`config.mk`:
```
export PLATFORM = sky130hd
export DESIGN_NAME = micro_sequencer
export DESIGN_NICKNAME = d
export VERILOG_FILES = /design/src/rtl/micro_sequencer.sv
export SDC_FILE = /design/constraint.sdc
export NUM_CORES = 1
export LEC_CHECK = 0
export ABC_AREA = 1
export CORE_MARGIN = 2
export CORE_UTILIZATION = 48
export CTS_CLUSTER_DIAMETER = 60
export DETAILED_ROUTE_END_ITERATION = 12
export HOLD_SLACK_MARGIN = 0.15
export PLACE_DENSITY = 0.92
export SLEW_MARGIN = 20
export SYNTH_ARGS = -nofsm -noshare
export SYNTH_HDL_FRONTEND = slang
export SYNTH_SLANG_ARGS = --single-unit
export TNS_END_PERCENT = 20
```
`constraint.sdc`:
```
create_clock -name sys_clk -period 3 [get_ports sys_clk]
set_clock_uncertainty 0.2 [all_clocks]
set_input_delay 0.3 -clock sys_clk [delete_from_list [all_inputs] [get_ports sys_clk]]
set_output_delay 0.3 -clock sys_clk [all_outputs]
set_load 0.02 [all_outputs]
```
`src/rtl/micro_sequencer.sv`:
```
`default_nettype none
// ============================================================================
//  Module      : micro_sequencer
//  Description : Microinstruction fetch/decode/execute sequencer. Fetches a
//                uROM word at m_pc, holds the decoded IR fields that steer
//                write_bus, then commits write_bus_in into the addressed
//                destination register or into m_pc.
//  Revision    : 1.0 - initial release
// ============================================================================
module micro_sequencer #(
  parameter int MPC_WIDTH   = 8,
  parameter int MINST_WIDTH = 21,
  parameter int DATA_WIDTH  = 8,
  parameter int ADDR_WIDTH  = 5
) (
  input  logic                   sys_clk,
  input  logic                   sys_rst,
  input  logic                   start,
  input  logic                   stall,
  output logic                   urom_rd,
  output logic [MPC_WIDTH-1:0]   urom_addr,
  input  logic [MINST_WIDTH-1:0] urom_data,
  input  logic [DATA_WIDTH-1:0]  write_bus_in,
  output logic [2:0]             minstr_type,
  output logic [ADDR_WIDTH-1:0]  reg_src,
  output logic [ADDR_WIDTH-1:0]  reg_dst,
  output logic [DATA_WIDTH-1:0]  imm,
  output logic [DATA_WIDTH-1:0]  mbranch_target,
  output logic [MPC_WIDTH-1:0]   m_pc,
  output logic [DATA_WIDTH-1:0]  a_reg,
  output logic [DATA_WIDTH-1:0]  b_reg,
  output logic [DATA_WIDTH-1:0]  reg_sel,
  output logic [DATA_WIDTH-1:0]  reg_wr_data,
  output logic                   exec_valid,
  output logic                   halted
);

  // Sequencer states
  localparam logic [2:0] ST_IDLE   = 3'd0;
  localparam logic [2:0] ST_FETCH  = 3'd1;
  localparam logic [2:0] ST_DECODE = 3'd2;
  localparam logic [2:0] ST_EXEC   = 3'd3;
  localparam logic [2:0] ST_HALT   = 3'd4;

  // Microinstruction types with sequencer-visible behaviour
  localparam logic [2:0] T_BRANCH = 3'b011;
  localparam logic [2:0] T_JUMP   = 3'b100;
  localparam logic [2:0] T_HALT   = 3'b101;

  // Destination register map
  localparam logic [ADDR_WIDTH-1:0] A_REG_MAP       = ADDR_WIDTH'(1);
  localparam logic [ADDR_WIDTH-1:0] B_REG_MAP       = ADDR_WIDTH'(2);
  localparam logic [ADDR_WIDTH-1:0] REG_SEL_MAP     = ADDR_WIDTH'(3);
  localparam logic [ADDR_WIDTH-1:0] REG_WR_DATA_MAP = ADDR_WIDTH'(4);
  localparam logic [ADDR_WIDTH-1:0] M_PC_MAP        = ADDR_WIDTH'(5);

  logic [2:0] state;
  logic [2:0] state_nxt;
  logic       commit;

  // Commit happens on the edge that leaves EXEC; a stall simply defers it.
  assign commit         = (state == ST_EXEC) && !stall;
  assign urom_addr      = m_pc;
  // Branch target and immediate share the same IR bits.
  assign mbranch_target = imm;

  // State register
  always_ff @(posedge sys_clk or posedge sys_rst) begin
    if (sys_rst) state <= ST_IDLE;
    else         state <= state_nxt;
  end

  // Next-state logic; start is only honoured while parked in IDLE or HALT
  always_comb begin
    state_nxt = state;
    case (state)
      ST_IDLE:   if (start) state_nxt = ST_FETCH;
      ST_FETCH:  state_nxt = ST_DECODE;
      ST_DECODE: state_nxt = ST_EXEC;
      ST_EXEC:   if (!stall) state_nxt = (minstr_type == T_HALT) ? ST_HALT : ST_FETCH;
      ST_HALT:   if (start) state_nxt = ST_FETCH;
      default:   state_nxt = ST_IDLE;
    endcase
  end

  // Output decode from the current state
  always_comb begin
    urom_rd    = (state == ST_FETCH);
    exec_valid = commit;
    halted     = (state == ST_IDLE) || (state == ST_HALT);
  end

  // IR load in DECODE, m_pc advance, and single-destination commit in EXEC
  always_ff @(posedge sys_clk or posedge sys_rst) begin
    if (sys_rst) begin
      minstr_type <= '0;
      reg_src     <= '0;
      reg_dst     <= '0;
      imm         <= '0;
      m_pc        <= '0;
      a_reg       <= '0;
      b_reg       <= '0;
      reg_sel     <= '0;
      reg_wr_data <= '0;
    end else begin
      if (state == ST_DECODE) begin
        minstr_type <= urom_data[2:0];
        reg_src     <= urom_data[3 +: ADDR_WIDTH];
        reg_dst     <= urom_data[8 +: ADDR_WIDTH];
        imm         <= urom_data[MINST_WIDTH-1 -: DATA_WIDTH];
        m_pc        <= m_pc + 1'b1;
      end
      if (commit) begin
        // write_bus already resolved taken/not-taken, so both reload from the bus
        if ((minstr_type == T_BRANCH) || (minstr_type == T_JUMP)) begin
          m_pc <= write_bus_in[MPC_WIDTH-1:0];
        end else if (minstr_type != T_HALT) begin
          case (reg_dst)
            A_REG_MAP:       a_reg       <= write_bus_in;
            B_REG_MAP:       b_reg       <= write_bus_in;
            REG_SEL_MAP:     reg_sel     <= write_bus_in;
            REG_WR_DATA_MAP: reg_wr_data <= write_bus_in;
            M_PC_MAP:        m_pc        <= write_bus_in[MPC_WIDTH-1:0];
            default:         ;
          endcase
        end
      end
    end
  end

endmodule
`default_nettype wire

```
### Word level (Yosys, flattened, before mapping)

Index checks and enable logic that the tools add are counted.
W data, S select, Z words.

* register bits: 64
* logic and storage cells: 47

* add/sub/neg operators: 1
* eq/ne operators: 15
* mux-type cells: 9
* bitwise operators: 1
* reductions and logical operators: 11

Operators with widths (count)
* $mux W8: 5
* $reduce_and A4 Y1: 4
* $pmux W3 S4: 1
* $eq A5 B2 Y1 const B: 2
* $eq A5 B3 Y1 const B: 2
* $eq A3 B2 Y1 const B: 3
* $eq A3 B3 Y1 const B: 3
* $mux W3: 3
* $add A8 B1 Y8 const B: 1
* $eq A5 B1 Y1 const B: 1
* $eq A3 B1 Y1 const B: 1
* $logic_not A3 Y1: 1
* $ne A3 B3 Y1 const B: 1
* $logic_or A1 B1 Y1: 2
* $ne A2 B1 Y1 const B: 1
* $ne A2 B2 Y1 const B: 1
* $reduce_and A2 Y1: 1
* $reduce_or A2 Y1: 1
* $logic_and A1 B1 Y1: 1
* $logic_not A1 Y1: 1
* $not A1 Y1: 1

### Logic depth before layout (Yosys ltp)

Gate-level depths: netlist (run 1).

* depth in word-level cells: 6
* depth in mapped cells: 9

### Worst setup path before layout (run 1)

OpenSTA, ideal clock, no wires.

* path type: register to register
* start point: register minstr_type[1]
* end point: register reg_sel[0]
* setup time: 117 ps
* arrival: 1290 ps
* required time: 2683 ps
* slack: 1393 ps
* cell stages (with the launch flop): 9
* path buffers: 2
* path through: dfrtp_1 > inv_1 > o21ai_0 > nand2_1 > and2_1 > buf_6 > buf_6 > nand3_1 > nand2_1

* word-level cells in the longest chain between the ends: 4
* elaborated cells between the ends (all ways): 6
* those cells by class: eq/ne (3); bitwise (1); reduce/logical (2)

RTL lines
* start: declaration: RTL line 24 `output logic [2:0] minstr_type,`
* start signal: assignment: RTL line 107 `minstr_type <= urom_data[2:0];`
* $eq A3 B2 Y1 / $eq A3 B3 Y1 (equally long branches): RTL line 115 `if ((minstr_type == T_BRANCH) || (minstr_type == T_JUMP)) begin`
* $logic_or A1 B1 Y1: RTL line 115
* $not A1 Y1 (no line)
* $reduce_and A4 Y1 (no line) *
* end signal: assignment: RTL line 121 `REG_SEL_MAP: reg_sel <= write_bus_in;`
* end: declaration: RTL line 32 `output logic [DATA_WIDTH-1:0] reg_sel,`

Every way passes the cells marked *; elsewhere a longest branch is shown, timed or not.
A chain may end at the register's enable or synchronous reset.

### Worst setup path in the final report (run 1)

* start point: register state[2]
* end point: output exec_valid

* word-level cells in the longest chain between the ends: 2

RTL lines
* start: declaration: RTL line 57 `logic [2:0] state;`
* start signal: assignment: RTL line 70 `else state <= state_nxt;`
* $eq A3 B2 Y1: RTL line 62 `assign commit = (state == ST_EXEC) && !stall;`
* $logic_and A1 B1 Y1: RTL line 62
* end: declaration: RTL line 34 `output logic exec_valid,`

No other way between the ends.

==> metrics.csv, run 1 <==
metric,value,unit
Lkg Pwr,2.15,nW
Final Setup Violations,0,
"Async S/R FF share, synth",100,%
Yosys reg bits,64,
worst-path maximum fanout,4,
Max Cap Viol,0,
Post-CTS Setup Repair Bufs,0,
drt pass-1 iters,4,
starting density of the core,50.4,%
Util after Layout,71.9,%
"Cell Count, Final, Fillers Out",551,
sequential cell area fraction in the yosys report,53.0,%
first-pass GRT wire length,13700,um
status,finished clean,
Peak VDD IR,697,uV
Hold WC Path Type,in -> async,
fraction of layout cells with a size suffix above 1,7.56,%
"Cell Area, Synth",0.00302,mm2
worst rel slew slack,38.5,%
starting DRC count in detailed routing,189,
DP HPWL,5980,um
cts bufs inserted,9,
Worst setup EP type,output port,
Synth Area in XOR/XNOR,0.290,%
DR vias/cell,5.13,
Worst Path Required,2.50,ns
worst reg2reg path depth,8,
die area,0.00695,mm2
Syn Nets,403,
Final #Nets,505,
fmax,429,MHz
Critical Path AT,1.83,ns
unrepaired setup endpoints after global routing,no,
setup ws final,0.666,ns
largest net degree at the start of global routing,37,
CTS tree,yes,
Cell Pwr Density,1150,mW/mm2
post-CTS sizing,0,
adder-cell share of the synthesized area,0.414,%
Top Ports,113,
GR Overflow Total,0,
Final min period,2.33,ns
Clock Latency Late Sink,0.35,ns
multiplexer area fraction after synthesis,0,%
diode count,0,
final wirelength,8380,um
most frequent cells in the layout,"159 x nand2_1, 112 x clkdlybuf4s50_1, 64 x dfrtp_1, 49 x nand3_1, 23 x inv_1",
Root Buffer Master,clkbuf_8,
Die Y,83.3,um
Placement Setup Slack,0.786,ns
WL/cell,15.2,um
clock power share,16.6,%
std cell rows,28,
# clock sinks,64,
initial antenna violation count,0,
sw frac,43.0,%
cts hold-fix bufs,0,
Vias,2828,
core area,0.00599,mm2
"Reg clk slew, reported paths",0.07,ns
largest family of logic cells by synthesized area,simple AND/OR/NAND/NOR gates,
Post-DRT Antenna Nets,0,
Fillers,427,
reg2reg setup slack,0.93,ns
number of max-slew violations in the final report,0,
H-tree lvl count,3,
fin crit share,77.8,%
Hold Fails Final Rpt,0,
Setup crit start kind,flip-flop,
YS warnings,0,
register share of total power,30.8,%
Max Root-Sink Buffers,2,
worst slew pin tran,0.921,ns
vias in the first global route,2919,
Avg Synthesized Cell Area,8.19,um2
simple-gate share of the synthesized area,34.7,%
die width,83.3,um
Remaining DRCs,0,
Net Sw Power,2.13,mW
critical path type,reg -> out,
number of port buffers,112,
Compound-Gate Fraction of Synth Area,1.95,%
"leading cell type in the layout, fill and taps excluded",nand2_1,
ys flop type,dfrtp_1,
GP Congestion,0.835,
All-Layer GR Usage,24.7,%
Cell Int Power,2.82,mW
synth unique cells,26,
Comb power frac,52.6,%
Cells after Synth,369,
placed cell count,535,
final setup TNS,0,ns
Post-synth EDFFs,0,
synthesis-to-layout area growth,42.6,%
-- power by group through the flow --
stage / clock (mW) / combinational, mW / sequential, mW
2_1_floorplan: 0 / 1.15 / 1.91
3_3_place_gp: 0 / 2.52 / 1.50
3_5_place_dp: 0 / 2.60 / 1.53
4_1_cts: 0.827 / 2.62 / 1.52
5_1_grt: 0.869 / 2.81 / 1.57
6_report: 0.824 / 2.61 / 1.52
-- final cells by class --
cell class / count / area, um2 / share of cell area, %
well taps: 75 / 93.8 / 2.18
multi-input cells: 254 / 1130 / 26.2
clock inverters: 6 / 82.6 / 1.92
flip-flops and latches: 64 / 1600 / 37.2
inverters: 25 / 93.8 / 2.18
clock buffers: 10 / 138 / 3.19
repair buffers: 117 / 1170 / 27.2
-- cells by family (layout without fill, tap and decap cells) --
family          after synthesis  after routing
buf+inv                      51            158
fa+ha+maj                     1              1
compound gates               11             11
xor+xnor                      1              1
flops                        64             64
simple gates                241            241
-- critical path: stages, from the launching register on --
cell and delay, ns:
dfrtp_1 0.37, inv_1 0.09, nand2_1 0.12, nor3_2 0.22
clkdlybuf4s50_1 0.69
-- final timing paths --
check / start / to
setup / recovery: state[2] / exec_valid
hold / removal: sys_rst / reg_src[2]
setup reg to reg: state[2] / m_pc[6]
hold reg to reg: b_reg[5] / b_reg[5]
max in group asynchronous: sys_rst / reg_sel[4]
min in group sys_clk: b_reg[5] / b_reg[5]
-- routing by layer --
layer / track usage [%] / part of all wire (%)
met5: 0 / 0
met1: 27.1 / 37
met4: 12.8 / 3.2
met2: 44.1 / 54
met3: 5.67 / 6.0
-- synthesized netlist by cell type (2+ instances only) --
cell	count	area, um2
nand2_2	5	31.3
dfrtp_1	64	1600
nor2_2	4	25.0
buf_2	3	15.0
buf_6	4	45.0
nand3b_1	6	45.0
buf_4	18	135
nand2_1	159	597
o21ai_0	8	40.0
nand4_1	2	12.5
inv_1	24	90.1
nor2_1	10	37.5
nand3_1	49	245
-- metrics by stage --
step	hold slack [ns]	power, mW	instance area [um2]
3_3_place_gp	0.255	4.02	4090
2_1_floorplan	0.210	3.06	3020
4_1_cts	0.166	4.97	4310
6_report	0.149	4.96	4310
3_5_place_dp	0.257	4.13	4090
5_1_grt	0.204	5.25	4310
Power figures use the tool's default switching activity.
==> run 2, diff against run 1 <==
--- a/config.mk
+++ b/config.mk
@@ -7,11 +7,11 @@
 export LEC_CHECK = 0
 export ABC_AREA = 1
 export CORE_MARGIN = 2
-export CORE_UTILIZATION = 48
+export CORE_UTILIZATION = 40
 export CTS_CLUSTER_DIAMETER = 60
 export DETAILED_ROUTE_END_ITERATION = 12
 export HOLD_SLACK_MARGIN = 0.15
-export PLACE_DENSITY = 0.92
+export PLACE_DENSITY = 0.82
 export SLEW_MARGIN = 20
 export SYNTH_ARGS = -nofsm -noshare
 export SYNTH_HDL_FRONTEND = slang
==> constraint.sdc (replaced) <==
create_clock -name sys_clk -period 2.1 [get_ports sys_clk]
set_clock_uncertainty 0.2 [all_clocks]
set_input_delay 0.21 -clock sys_clk [delete_from_list [all_inputs] [get_ports sys_clk]]
set_output_delay 0.21 -clock sys_clk [all_outputs]
set_load 0.02 [all_outputs]
==> run 2 against run 1 <==
  * Cell count increased by 4.9%
  * Highest routed layer unchanged
  * Non-clock buffer count grew 3
  * Sequential power rose by 43%
  * Via count fell by 2.8%
  * Flip-flop and latch count unchanged
  * First-iteration DRC count decreased by 7.9%
  * Clock power grew 70%
==> metrics.csv, run 2 (synthesis results as in run 1) <==
metric,value,unit,change
status,finished clean,,unchanged
Vias,2749,,was 2828
final setup TNS,0,ns,unchanged
placed cell count,561,,was 535
"leading cell type in the layout, fill and taps excluded",nand2_1,,unchanged
Final #Nets,508,,was 505
largest net degree at the start of global routing,65,,was 37
DR vias/cell,4.76,,was 5.13
Clock Latency Late Sink,0.33,ns,was 0.35 ns
std cell rows,31,,was 28
first-pass GRT wire length,13600,um,was 13700 um
drt pass-1 iters,4,,unchanged
CTS tree,yes,,unchanged
Post-CTS Setup Repair Bufs,0,,unchanged
fraction of layout cells with a size suffix above 1,7.93,%,was 7.56%
fmax,498,MHz,
die area,0.00827,mm2,was 0.00695 mm2
diode count,0,,unchanged
GR Overflow Total,0,,unchanged
final wirelength,8020,um,was 8380 um
sw frac,40.9,%,was 43.0%
Final Setup Violations,0,,unchanged
die width,90.9,um,was 83.3 um
number of max-slew violations in the final report,0,,unchanged
initial antenna violation count,0,,unchanged
worst-path maximum fanout,3,,was 4
unrepaired setup endpoints after global routing,no,,unchanged
Lkg Pwr,2.19,nW,was 2.15 nW
Worst Path Required,1.69,ns,was 2.50 ns
critical path type,reg -> out,,unchanged
Peak VDD IR,683,uV,was 697 uV
"Cell Count, Final, Fillers Out",578,,was 551
fin crit share,95.6,%,
worst slew pin tran,0.399,ns,was 0.921 ns
H-tree lvl count,3,,unchanged
Setup crit start kind,flip-flop,,unchanged
register share of total power,29.8,%,was 30.8%
clock power share,19.2,%,was 16.6%
GP Congestion,0.772,,was 0.835
number of port buffers,112,,unchanged
Net Sw Power,2.98,mW,was 2.13 mW
Cell Int Power,4.30,mW,was 2.82 mW
synthesis-to-layout area growth,46.3,%,was 42.6%
Remaining DRCs,0,,unchanged
starting density of the core,41.4,%,was 50.4%
worst rel slew slack,73.4,%,was 38.5%
Root Buffer Master,clkbuf_8,,unchanged
All-Layer GR Usage,20.6,%,was 24.7%
starting DRC count in detailed routing,174,,was 189
Die Y,90.9,um,was 83.3 um
Comb power frac,51.0,%,was 52.6%
most frequent cells in the layout,"159 x nand2_1, 110 x clkdlybuf4s50_1, 64 x dfrtp_1, 49 x nand3_1, 23 x inv_1",,"was 159 x nand2_1, 112 x clkdlybuf4s50_1, 64 x dfrtp_1, 49 x nand3_1, 23 x inv_1"
"Reg clk slew, reported paths",0.07,ns,about the same
Max Cap Viol,0,,unchanged
WL/cell,13.9,um,was 15.2 um
Hold WC Path Type,in -> reg,,was in -> async
Post-DRT Antenna Nets,0,,unchanged
cts bufs inserted,9,,unchanged
Hold Fails Final Rpt,0,,unchanged
DP HPWL,5830,um,was 5980 um
Cell Pwr Density,1650,mW/mm2,was 1150 mW/mm2
# clock sinks,64,,unchanged
Max Root-Sink Buffers,2,,unchanged
Critical Path AT,1.60,ns,was 1.83 ns
vias in the first global route,2786,,was 2919
Top Ports,113,,unchanged
Final min period,2.01,ns,
Worst setup EP type,output port,,unchanged
core area,0.00729,mm2,was 0.00599 mm2
==> run 2: stage by stage <==
step / cell area [um2] / util, % / hold WS [ns] / total power [mW] / worst slack [ns]
after floorplan: 3020 / - / 0.120 / 4.37 / 0.0919
after global placement: 4150 / 56.8 / 0.256 / 5.80 / 0.0879
after detailed placement: 4150 / 56.8 / 0.259 / 5.92 / 0.0922
after CTS: 4420 / 60.6 / 0.193 / 7.34 / 0.0708
after global routing: 4420 / 60.6 / 0.205 / 7.76 / 0.0444
final: 4420 / 60.6 / 0.205 / 7.28 / 0.0923
==> run 2: metal layers <==
metal	part of all wire (%)	vias up	track usage, %
met2	54	59	36.6
met4	1.7	0	8.96
met3	3.1	14	2.84
met5	0	-	0
met1	41	1316	24.8
li1	-	1360	-
==> run 2: layout make-up <==
cell class	instances	area (um2)
Fill cell	646	2870
Sequential cell	64	1600
Timing Repair Buffer	120	1210
Multi-Input combinational cell	254	1130
Clock buffer	10	138
Clock inverter	6	130
Tap cell	99	124
Inverter	25	93.8
==> run 2: final timing paths <==
kind | start | end | slack [ns] | cells after the start
worst max-delay path | state[0] | halted | 0.09 | 2
worst min-delay path | urom_data[20] | imm[7] | 0.20 | 3
worst max register to register | state[2] | a_reg[7] | 0.28 | 8
worst min register to register | reg_wr_data[7] | reg_wr_data[7] | 0.27 | 2
max in group asynchronous | sys_rst | imm[2] | 0.80 | 4
min in group asynchronous | sys_rst | reg_src[0] | 0.62 | 4
==> run 2: timing repair <==
item	4_1_cts	5_1_grt
hold buffers	1	0
hold endpoints to repair	64	0
endpoints found under the setup margin	2	0
gates resized for setup	2	0
==> run 2: worst max-delay path: stages (launching register included) <==
cell	delay, ns
dfrtp_1	0.41
nor2_1	0.20
clkdlybuf4s50_1	0.65
==> run 2: power by group through the flow <==
stage	sequential, mW	combinational (mW)	clock, mW
2_1_floorplan	2.72	1.64	0
3_5_place_dp	2.18	3.74	0
4_1_cts	2.17	3.75	1.43
5_1_grt	2.24	4.04	1.48
6_report	2.17	3.71	1.40
3_3_place_gp	2.16	3.65	0
